## config.mk

```make
export PLATFORM = sky130hd
export DESIGN_NAME = video_timing_ctrl_flat
export DESIGN_NICKNAME = d
export VERILOG_FILES = /design/src/rtl/video_timing_ctrl_if.sv /design/src/rtl/video_timing_ctrl.sv /design/src/flat_wrapper.sv
export SDC_FILE = /design/constraint.sdc
export NUM_CORES = 1
export LEC_CHECK = 0
export BUFFER_PORTS_ARGS = -buffer_cell sky130_fd_sc_hd__buf_2
export CAP_MARGIN = 20
export CORE_UTILIZATION = 35
export DETAILED_ROUTE_END_ITERATION = 10
export PLACE_DENSITY_LB_ADDON = 0.12
export SLEW_MARGIN = 5
export SYNTH_ARGS = -nofsm -noshare
export SYNTH_HDL_FRONTEND = slang
export SYNTH_SLANG_ARGS = --single-unit
```

## constraint.sdc

```tcl
create_clock -name pclk -period 1.7 [get_ports pclk]
set_input_delay 0.255 -clock pclk [delete_from_list [all_inputs] [get_ports pclk]]
set_output_delay 0.255 -clock pclk [all_outputs]
set_load 0.02 [all_outputs]
```

## src/rtl/video_timing_ctrl_if.sv

```systemverilog
`default_nettype none
// ============================================================================
// Module   : video_timing_ctrl_if
// Purpose  : Pixel fetch bus and DVI transmitter timing bundle.
// Revision : 1.0
// ============================================================================
interface video_timing_ctrl_if;
   logic        pixel_req;
   logic [11:0] pixel_x;
   logic [11:0] pixel_y;
   logic        line_start;
   logic        frame_start;
   logic [23:0] pixel_data;
   logic [23:0] video_din;
   logic        video_hsync;
   logic        video_vsync;
   logic        video_de;

   modport master (
      output pixel_req, pixel_x, pixel_y, line_start, frame_start,
      output video_din, video_hsync, video_vsync, video_de,
      input  pixel_data
   );

   modport slave (
      input  pixel_req, pixel_x, pixel_y, line_start, frame_start,
      input  video_din, video_hsync, video_vsync, video_de,
      output pixel_data
   );
endinterface
`default_nettype wire

```

## src/rtl/video_timing_ctrl.sv

```systemverilog
`default_nettype none
// ============================================================================
// Module   : video_timing_ctrl
// Purpose  : Raster sequencer producing fetch requests and aligned DVI timing.
// Revision : 1.0
// ============================================================================
module video_timing_ctrl #(
   parameter int H_SYNC  = 96,
   parameter int H_BACK  = 48,
   parameter int H_DISP  = 640,
   parameter int H_FRONT = 16,
   parameter int V_SYNC  = 2,
   parameter int V_BACK  = 33,
   parameter int V_DISP  = 480,
   parameter int V_FRONT = 10,
   parameter bit HS_POL  = 1'b0,
   parameter bit VS_POL  = 1'b0
) (
   input  logic                pclk,
   input  logic                reset_n,
   input  logic                enable,
   video_timing_ctrl_if.master vif
);

   localparam int          c_H_TOTAL  = H_SYNC + H_BACK + H_DISP + H_FRONT;
   localparam int          c_V_TOTAL  = V_SYNC + V_BACK + V_DISP + V_FRONT;
   localparam logic [11:0] c_H_LAST   = 12'(c_H_TOTAL - 1);
   localparam logic [11:0] c_V_LAST   = 12'(c_V_TOTAL - 1);
   localparam logic [11:0] c_H_OFS    = 12'(H_SYNC + H_BACK);
   localparam logic [11:0] c_V_OFS    = 12'(V_SYNC + V_BACK);
   localparam logic [12:0] c_H_SYNC_E = 13'(H_SYNC);
   localparam logic [12:0] c_V_SYNC_E = 13'(V_SYNC);
   localparam logic [12:0] c_H_ACT_S  = 13'(H_SYNC + H_BACK);
   localparam logic [12:0] c_V_ACT_S  = 13'(V_SYNC + V_BACK);
   localparam logic [12:0] c_H_ACT_E  = 13'(H_SYNC + H_BACK + H_DISP);
   localparam logic [12:0] c_V_ACT_E  = 13'(V_SYNC + V_BACK + V_DISP);

   localparam logic [0:0]  c_IDLE = 1'b0;
   localparam logic [0:0]  c_RUN  = 1'b1;

   logic [0:0]  r_state;
   logic [0:0]  w_state_nxt;
   logic        w_run;
   logic [11:0] r_h_cnt;
   logic [11:0] r_v_cnt;
   logic        w_h_last;
   logic        w_v_last;
   logic        w_h_sync;
   logic        w_v_sync;
   logic        w_de;

   // request-side stage (t+1)
   logic        r_pixel_req;
   logic [11:0] r_pixel_x;
   logic [11:0] r_pixel_y;
   logic        r_line_start;
   logic        r_frame_start;
   logic        r_hs1;
   logic        r_vs1;
   // alignment stage (t+2) and video stage (t+3)
   logic        r_de2;
   logic        r_hs2;
   logic        r_vs2;
   logic        r_video_de;
   logic        r_video_hsync;
   logic        r_video_vsync;
   logic [23:0] r_video_din;

   assign w_h_last = (r_h_cnt == c_H_LAST);
   assign w_v_last = (r_v_cnt == c_V_LAST);
   assign w_h_sync = ({1'b0, r_h_cnt} < c_H_SYNC_E);
   assign w_v_sync = ({1'b0, r_v_cnt} < c_V_SYNC_E);
   assign w_de     = ({1'b0, r_h_cnt} >= c_H_ACT_S) && ({1'b0, r_h_cnt} < c_H_ACT_E) &&
                     ({1'b0, r_v_cnt} >= c_V_ACT_S) && ({1'b0, r_v_cnt} < c_V_ACT_E);

   always_ff @(posedge pclk or negedge reset_n) begin
      if (!reset_n) r_state <= c_IDLE;
      else          r_state <= w_state_nxt;
   end

   // Leaving RUN is only allowed on the last pixel of a frame.
   always_comb begin
      w_state_nxt = r_state;
      case (r_state)
         c_IDLE:  if (enable) w_state_nxt = c_RUN;
         c_RUN:   if (w_h_last && w_v_last && !enable) w_state_nxt = c_IDLE;
         default: w_state_nxt = c_IDLE;
      endcase
   end

   always_comb begin
      w_run = (r_state == c_RUN);
   end

   always_ff @(posedge pclk or negedge reset_n) begin
      if (!reset_n) begin
         r_h_cnt <= 12'd0;
         r_v_cnt <= 12'd0;
      end else if (!w_run) begin
         r_h_cnt <= 12'd0;
         r_v_cnt <= 12'd0;
      end else if (w_h_last) begin
         r_h_cnt <= 12'd0;
         r_v_cnt <= w_v_last ? 12'd0 : r_v_cnt + 12'd1;
      end else begin
         r_h_cnt <= r_h_cnt + 12'd1;
      end
   end

   always_ff @(posedge pclk or negedge reset_n) begin
      if (!reset_n) begin
         r_pixel_req   <= 1'b0;
         r_pixel_x     <= 12'd0;
         r_pixel_y     <= 12'd0;
         r_line_start  <= 1'b0;
         r_frame_start <= 1'b0;
         r_hs1         <= 1'b0;
         r_vs1         <= 1'b0;
      end else begin
         r_pixel_req   <= w_run && w_de;
         r_pixel_x     <= (w_run && w_de) ? (r_h_cnt - c_H_OFS) : 12'd0;
         r_pixel_y     <= (w_run && w_de) ? (r_v_cnt - c_V_OFS) : 12'd0;
         r_line_start  <= w_run && (r_h_cnt == 12'd0);
         r_frame_start <= w_run && (r_h_cnt == 12'd0) && (r_v_cnt == 12'd0);
         r_hs1         <= w_run && w_h_sync;
         r_vs1         <= w_run && w_v_sync;
      end
   end

   // The requester returns data one cycle after pixel_req; stage 2 waits for it.
   always_ff @(posedge pclk or negedge reset_n) begin
      if (!reset_n) begin
         r_de2         <= 1'b0;
         r_hs2         <= 1'b0;
         r_vs2         <= 1'b0;
         r_video_de    <= 1'b0;
         r_video_hsync <= ~HS_POL;
         r_video_vsync <= ~VS_POL;
         r_video_din   <= 24'h000000;
      end else begin
         r_de2         <= r_pixel_req;
         r_hs2         <= r_hs1;
         r_vs2         <= r_vs1;
         r_video_de    <= r_de2;
         r_video_hsync <= r_hs2 ? HS_POL : ~HS_POL;
         r_video_vsync <= r_vs2 ? VS_POL : ~VS_POL;
         r_video_din   <= r_de2 ? vif.pixel_data : 24'h000000;
      end
   end

   assign vif.pixel_req   = r_pixel_req;
   assign vif.pixel_x     = r_pixel_x;
   assign vif.pixel_y     = r_pixel_y;
   assign vif.line_start  = r_line_start;
   assign vif.frame_start = r_frame_start;
   assign vif.video_de    = r_video_de;
   assign vif.video_hsync = r_video_hsync;
   assign vif.video_vsync = r_video_vsync;
   assign vif.video_din   = r_video_din;

endmodule
`default_nettype wire

```

## src/flat_wrapper.sv

```systemverilog
// flat-port wrapper written by rule: the top's interface ports become plain ports
module video_timing_ctrl_flat 
#(
   parameter int H_SYNC  = 96,
   parameter int H_BACK  = 48,
   parameter int H_DISP  = 640,
   parameter int H_FRONT = 16,
   parameter int V_SYNC  = 2,
   parameter int V_BACK  = 33,
   parameter int V_DISP  = 480,
   parameter int V_FRONT = 10,
   parameter bit HS_POL  = 1'b0,
   parameter bit VS_POL  = 1'b0
)
  (pclk, reset_n, enable, vif_pixel_req, vif_pixel_x, vif_pixel_y, vif_line_start, vif_frame_start, vif_video_din, vif_video_hsync, vif_video_vsync, vif_video_de, vif_pixel_data);
  video_timing_ctrl_if vif_i ();
  input  logic pclk;
  input  logic reset_n;
  input  logic enable;
  output wire logic [$bits(vif_i.pixel_req)-1:0] vif_pixel_req;
  output wire logic [$bits(vif_i.pixel_x)-1:0] vif_pixel_x;
  output wire logic [$bits(vif_i.pixel_y)-1:0] vif_pixel_y;
  output wire logic [$bits(vif_i.line_start)-1:0] vif_line_start;
  output wire logic [$bits(vif_i.frame_start)-1:0] vif_frame_start;
  output wire logic [$bits(vif_i.video_din)-1:0] vif_video_din;
  output wire logic [$bits(vif_i.video_hsync)-1:0] vif_video_hsync;
  output wire logic [$bits(vif_i.video_vsync)-1:0] vif_video_vsync;
  output wire logic [$bits(vif_i.video_de)-1:0] vif_video_de;
  input wire logic [$bits(vif_i.pixel_data)-1:0] vif_pixel_data;
  assign vif_pixel_req = vif_i.pixel_req;
  assign vif_pixel_x = vif_i.pixel_x;
  assign vif_pixel_y = vif_i.pixel_y;
  assign vif_line_start = vif_i.line_start;
  assign vif_frame_start = vif_i.frame_start;
  assign vif_video_din = vif_i.video_din;
  assign vif_video_hsync = vif_i.video_hsync;
  assign vif_video_vsync = vif_i.video_vsync;
  assign vif_video_de = vif_i.video_de;
  assign vif_i.pixel_data = vif_pixel_data;
  video_timing_ctrl #(.H_SYNC(H_SYNC), .H_BACK(H_BACK), .H_DISP(H_DISP), .H_FRONT(H_FRONT), .V_SYNC(V_SYNC), .V_BACK(V_BACK), .V_DISP(V_DISP), .V_FRONT(V_FRONT), .HS_POL(HS_POL), .VS_POL(VS_POL)) u_core (.pclk(pclk), .reset_n(reset_n), .enable(enable), .vif(vif_i));
endmodule
```

==> results.sh <==
export IMPL_initial_core_util_pct=36.0
export IMPL_routed_via_density=4.71
export IMPL_postLayoutSetupSlackWorst_ns=-0.147
export IMPL_netlist_instances=317
export IMPL_antenna_cells=0
export IMPL_dp_cells=591
export IMPL_cts_sinks=84
export IMPL_synthToLayoutAreaGrowth_pct=52.1
export IMPL_yosys_register_bits=84
export IMPL_tritoncts="built"
export IMPL_clock_latency_ns=0.36
export IMPL_dieArea_um2=11000
export IMPL_cts_htree_levels=3
export IMPL_crit_end="u_core.vif.pixel_y[2]$_DFF_PN0_"
export IMPL_yosysWarnings=0
export IMPL_grt_busiest_layer="met2"
export IMPL_use_met3_pct=3.37
export IMPL_final_cell_mix="buf_4 (80), buf_2 (79), dfrtp_1 (78), and2_1 (26)"
export IMPL_rsz0062_at_grt="yes"
export IMPL_io_pins=81
export IMPL_critPathKind="reg -> reg"
export IMPL_ant_nets=0
export IMPL_cp_arrival_ns=2.11
export IMPL_required_ns=1.96
export IMPL_power_density_nw_per_um2=679
export IMPL_grt_util_met2_pct=29.5
export IMPL_fin_worst_skew_ns=0.0122
export IMPL_maxCapViolations=0
export IMPL_final_common_cell="buf_4"
export IMPL_min_path_type="in -> reg"
export IMPL_rows=37
export IMPL_clk_path_buf_depth=2
export IMPL_synth_seq_area_share_pct=56.9
export IMPL_status="complete, but fails checks"
export IMPL_cts_root_buf="clkbuf_8"
export IMPL_drtPass1Iterations=4
export IMPL_grt_usage_pct=18.1
export IMPL_grt_pass1_wl_um=15200
export IMPL_io_buffers=80
export IMPL_via_count=2968
export IMPL_max_freq_mhz=541
export IMPL_syn_nets=352
export IMPL_synth_ff_type="dfrtp_1"
export IMPL_critPathLaunchType="flip-flop"
export IMPL_synth_area_per_cell_um2=11.7
export IMPL_cp_end_kind="flip-flop"
export IMPL_post_route_period_util_pct=109
export IMPL_relSlewSlack_pct=64.4
export IMPL_min_period_ns=1.85
export IMPL_wl_per_cell_um=14.8
export IMPL_synthDistinctLibCells=47
export IMPL_drt_iter0_markers=120
export IMPL_dp_hpwl_um=6360
export IMPL_drt_total_wl_um=9310
export IMPL_cts_buffers=9
export IMPL_core_um2=10300
export IMPL_grt_antenna_before_repair=0
export IMPL_r2r_cells=5
export IMPL_drive_gt1_share_pct=53.8
export IMPL_dieWidth_um=105
export IMPL_grt_pass1_vias=3011
export IMPL_grt_overflow=0
export IMPL_die_height_um=105
export IMPL_setup_tns_ns=-3.24
export IMPL_hold_violations=0
export IMPL_violations="setup timing"
export IMPL_worstSetupStartpoint="u_core.r_h_cnt[11]$_DFF_PN0_"
export IMPL_mappedNetlistArea_um2=3700
export IMPL_cp_max_fo=7
export IMPL_synth_edf_count=0
export IMPL_r2r_end="u_core.vif.pixel_y[2]$_DFF_PN0_"
export IMPL_leakage_nw=2.83
export IMPL_reg2reg_slack_ns=-0.15
export IMPL_place_gp_congestion=0.780
export IMPL_timing_hold_ws_ns=0.0978
export IMPL_clkTransAtPathRegs_ns=0.08
export IMPL_setup_viol=34
export IMPL_worst_slew_pin_slew_ns=0.533
export IMPL_finalNetCount=524
export IMPL_ir_worst_vdd_uv=272
export IMPL_grtUsageMet1_pct=23.4
export IMPL_slew_viol_final=0
export IMPL_rr_startpoint="u_core.r_h_cnt[11]$_DFF_PN0_"
export IMPL_instances_no_fill=630
export IMPL_synthArstFlopShare_pct=100
export IMPL_grt_max_degree=40
export IMPL_drc=0
area by class of cell:
class / instances / area, um^2
Clock inverter: 5 / 108
Sequential cell: 84 / 2110
Tap cell: 136 / 170
Clock buffer: 11 / 141
Multi-Input combinational cell: 201 / 1750
Inverter: 11 / 48.8
Timing Repair Buffer: 182 / 1290
Fill cell: 896 / 4650
logic make-up after synthesis:
family / share of synthesized area [%]
buf+inv: 4.03
other cells: 0.101
flops: 56.9
xor+xnor: 4.98
simple gates: 22.3
fa+ha+maj: 2.71
compound gates: 8.90
how the worst min path moves through the flow:
stage,start,end,slack (ns),depth (start not counted)
floorplan,reset_n,u_core.r_de2$_DFF_PN0_,-0.04,0
global placement,reset_n,u_core.vif.video_din[3]$_DFF_PN0_,0.23,1
detailed placement,reset_n,u_core.vif.video_din[4]$_DFF_PN0_,0.24,1
CTS,enable,u_core.r_state$_DFF_PN0_,0.09,2
global route,vif_pixel_data[19],u_core.vif.video_din[19]$_DFF_PN0_,0.09,2
finish,enable,u_core.r_state$_DFF_PN0_,0.1,2
what timing repair did:
action / 4_1_cts / 5_1_grt
endpoints found under the hold margin: 30 / 0
gates cloned: 2 / 0
resized for setup: 39 / 37
setup endpoints to repair: 43 / 40
pin swaps: 11 / 19
hold buffers: 1 / 0
buffers inserted: 10 / 11
critical path, cell delays in order, from the launching register on:
cell,delay [ns]
dfrtp_1,0.38
or3b_4,0.41
a2111oi_4,0.28
o2111ai_4,0.30
buf_4,0.23
nor4_2,0.14
power by group:
part / internal [W] / switching [W]
registers: 0.00200 / 0.000000182
clock network: 0.00102 / 0.000720
logic: 0.0000299 / 0.0000481
stage by stage:
stage	setup WS, ns	util (%)	power (W)	area (um^2)
2_1_floorplan	-0.0183	-	0.00204	3750
3_3_place_gp	-0.240	47.1	0.00212	4840
3_5_place_dp	-0.158	47.1	0.00212	4840
4_1_cts	-0.153	52.2	0.00386	5370
5_1_grt	-0.203	54.7	0.00396	5620
6_report	-0.147	54.7	0.00382	5620
registers in the layout, summed over array words and instances, names as in the netlist, 12 cells and up:
| name | count |
|---|---|
| u_core.vif.video_din | 24 |
| u_core.r_v_cnt | 12 |
| u_core.vif.pixel_y | 12 |
| u_core.r_h_cnt | 12 |
| u_core.vif.pixel_x | 12 |
metal layers:
metal,vias up,wire length [um],share of wire (%)
met2,81,4400,47
met5,-,0,0
met1,1433,4300,46
met3,15,436,4.7
li1,1439,-,-
met4,0,174,1.9
Yosys cell counts, types with 8 or more instances:
cell type	number	area [um^2]
nor3_1	8	40.0
nor2_1	21	78.8
o21ai_0	8	40.0
inv_1	11	41.3
nor3_2	16	160
and3_1	8	50.1
xnor2_1	16	140
and2_1	26	163
ha_1	8	100
dfrtp_1	82	2050
a22o_1	8	70.1
nand4_1	8	50.1
nor4_1	11	68.8
nand2_1	10	37.5
clkbuf_1	11	41.3
No activity file was read; power rests on OpenSTA's default activity.
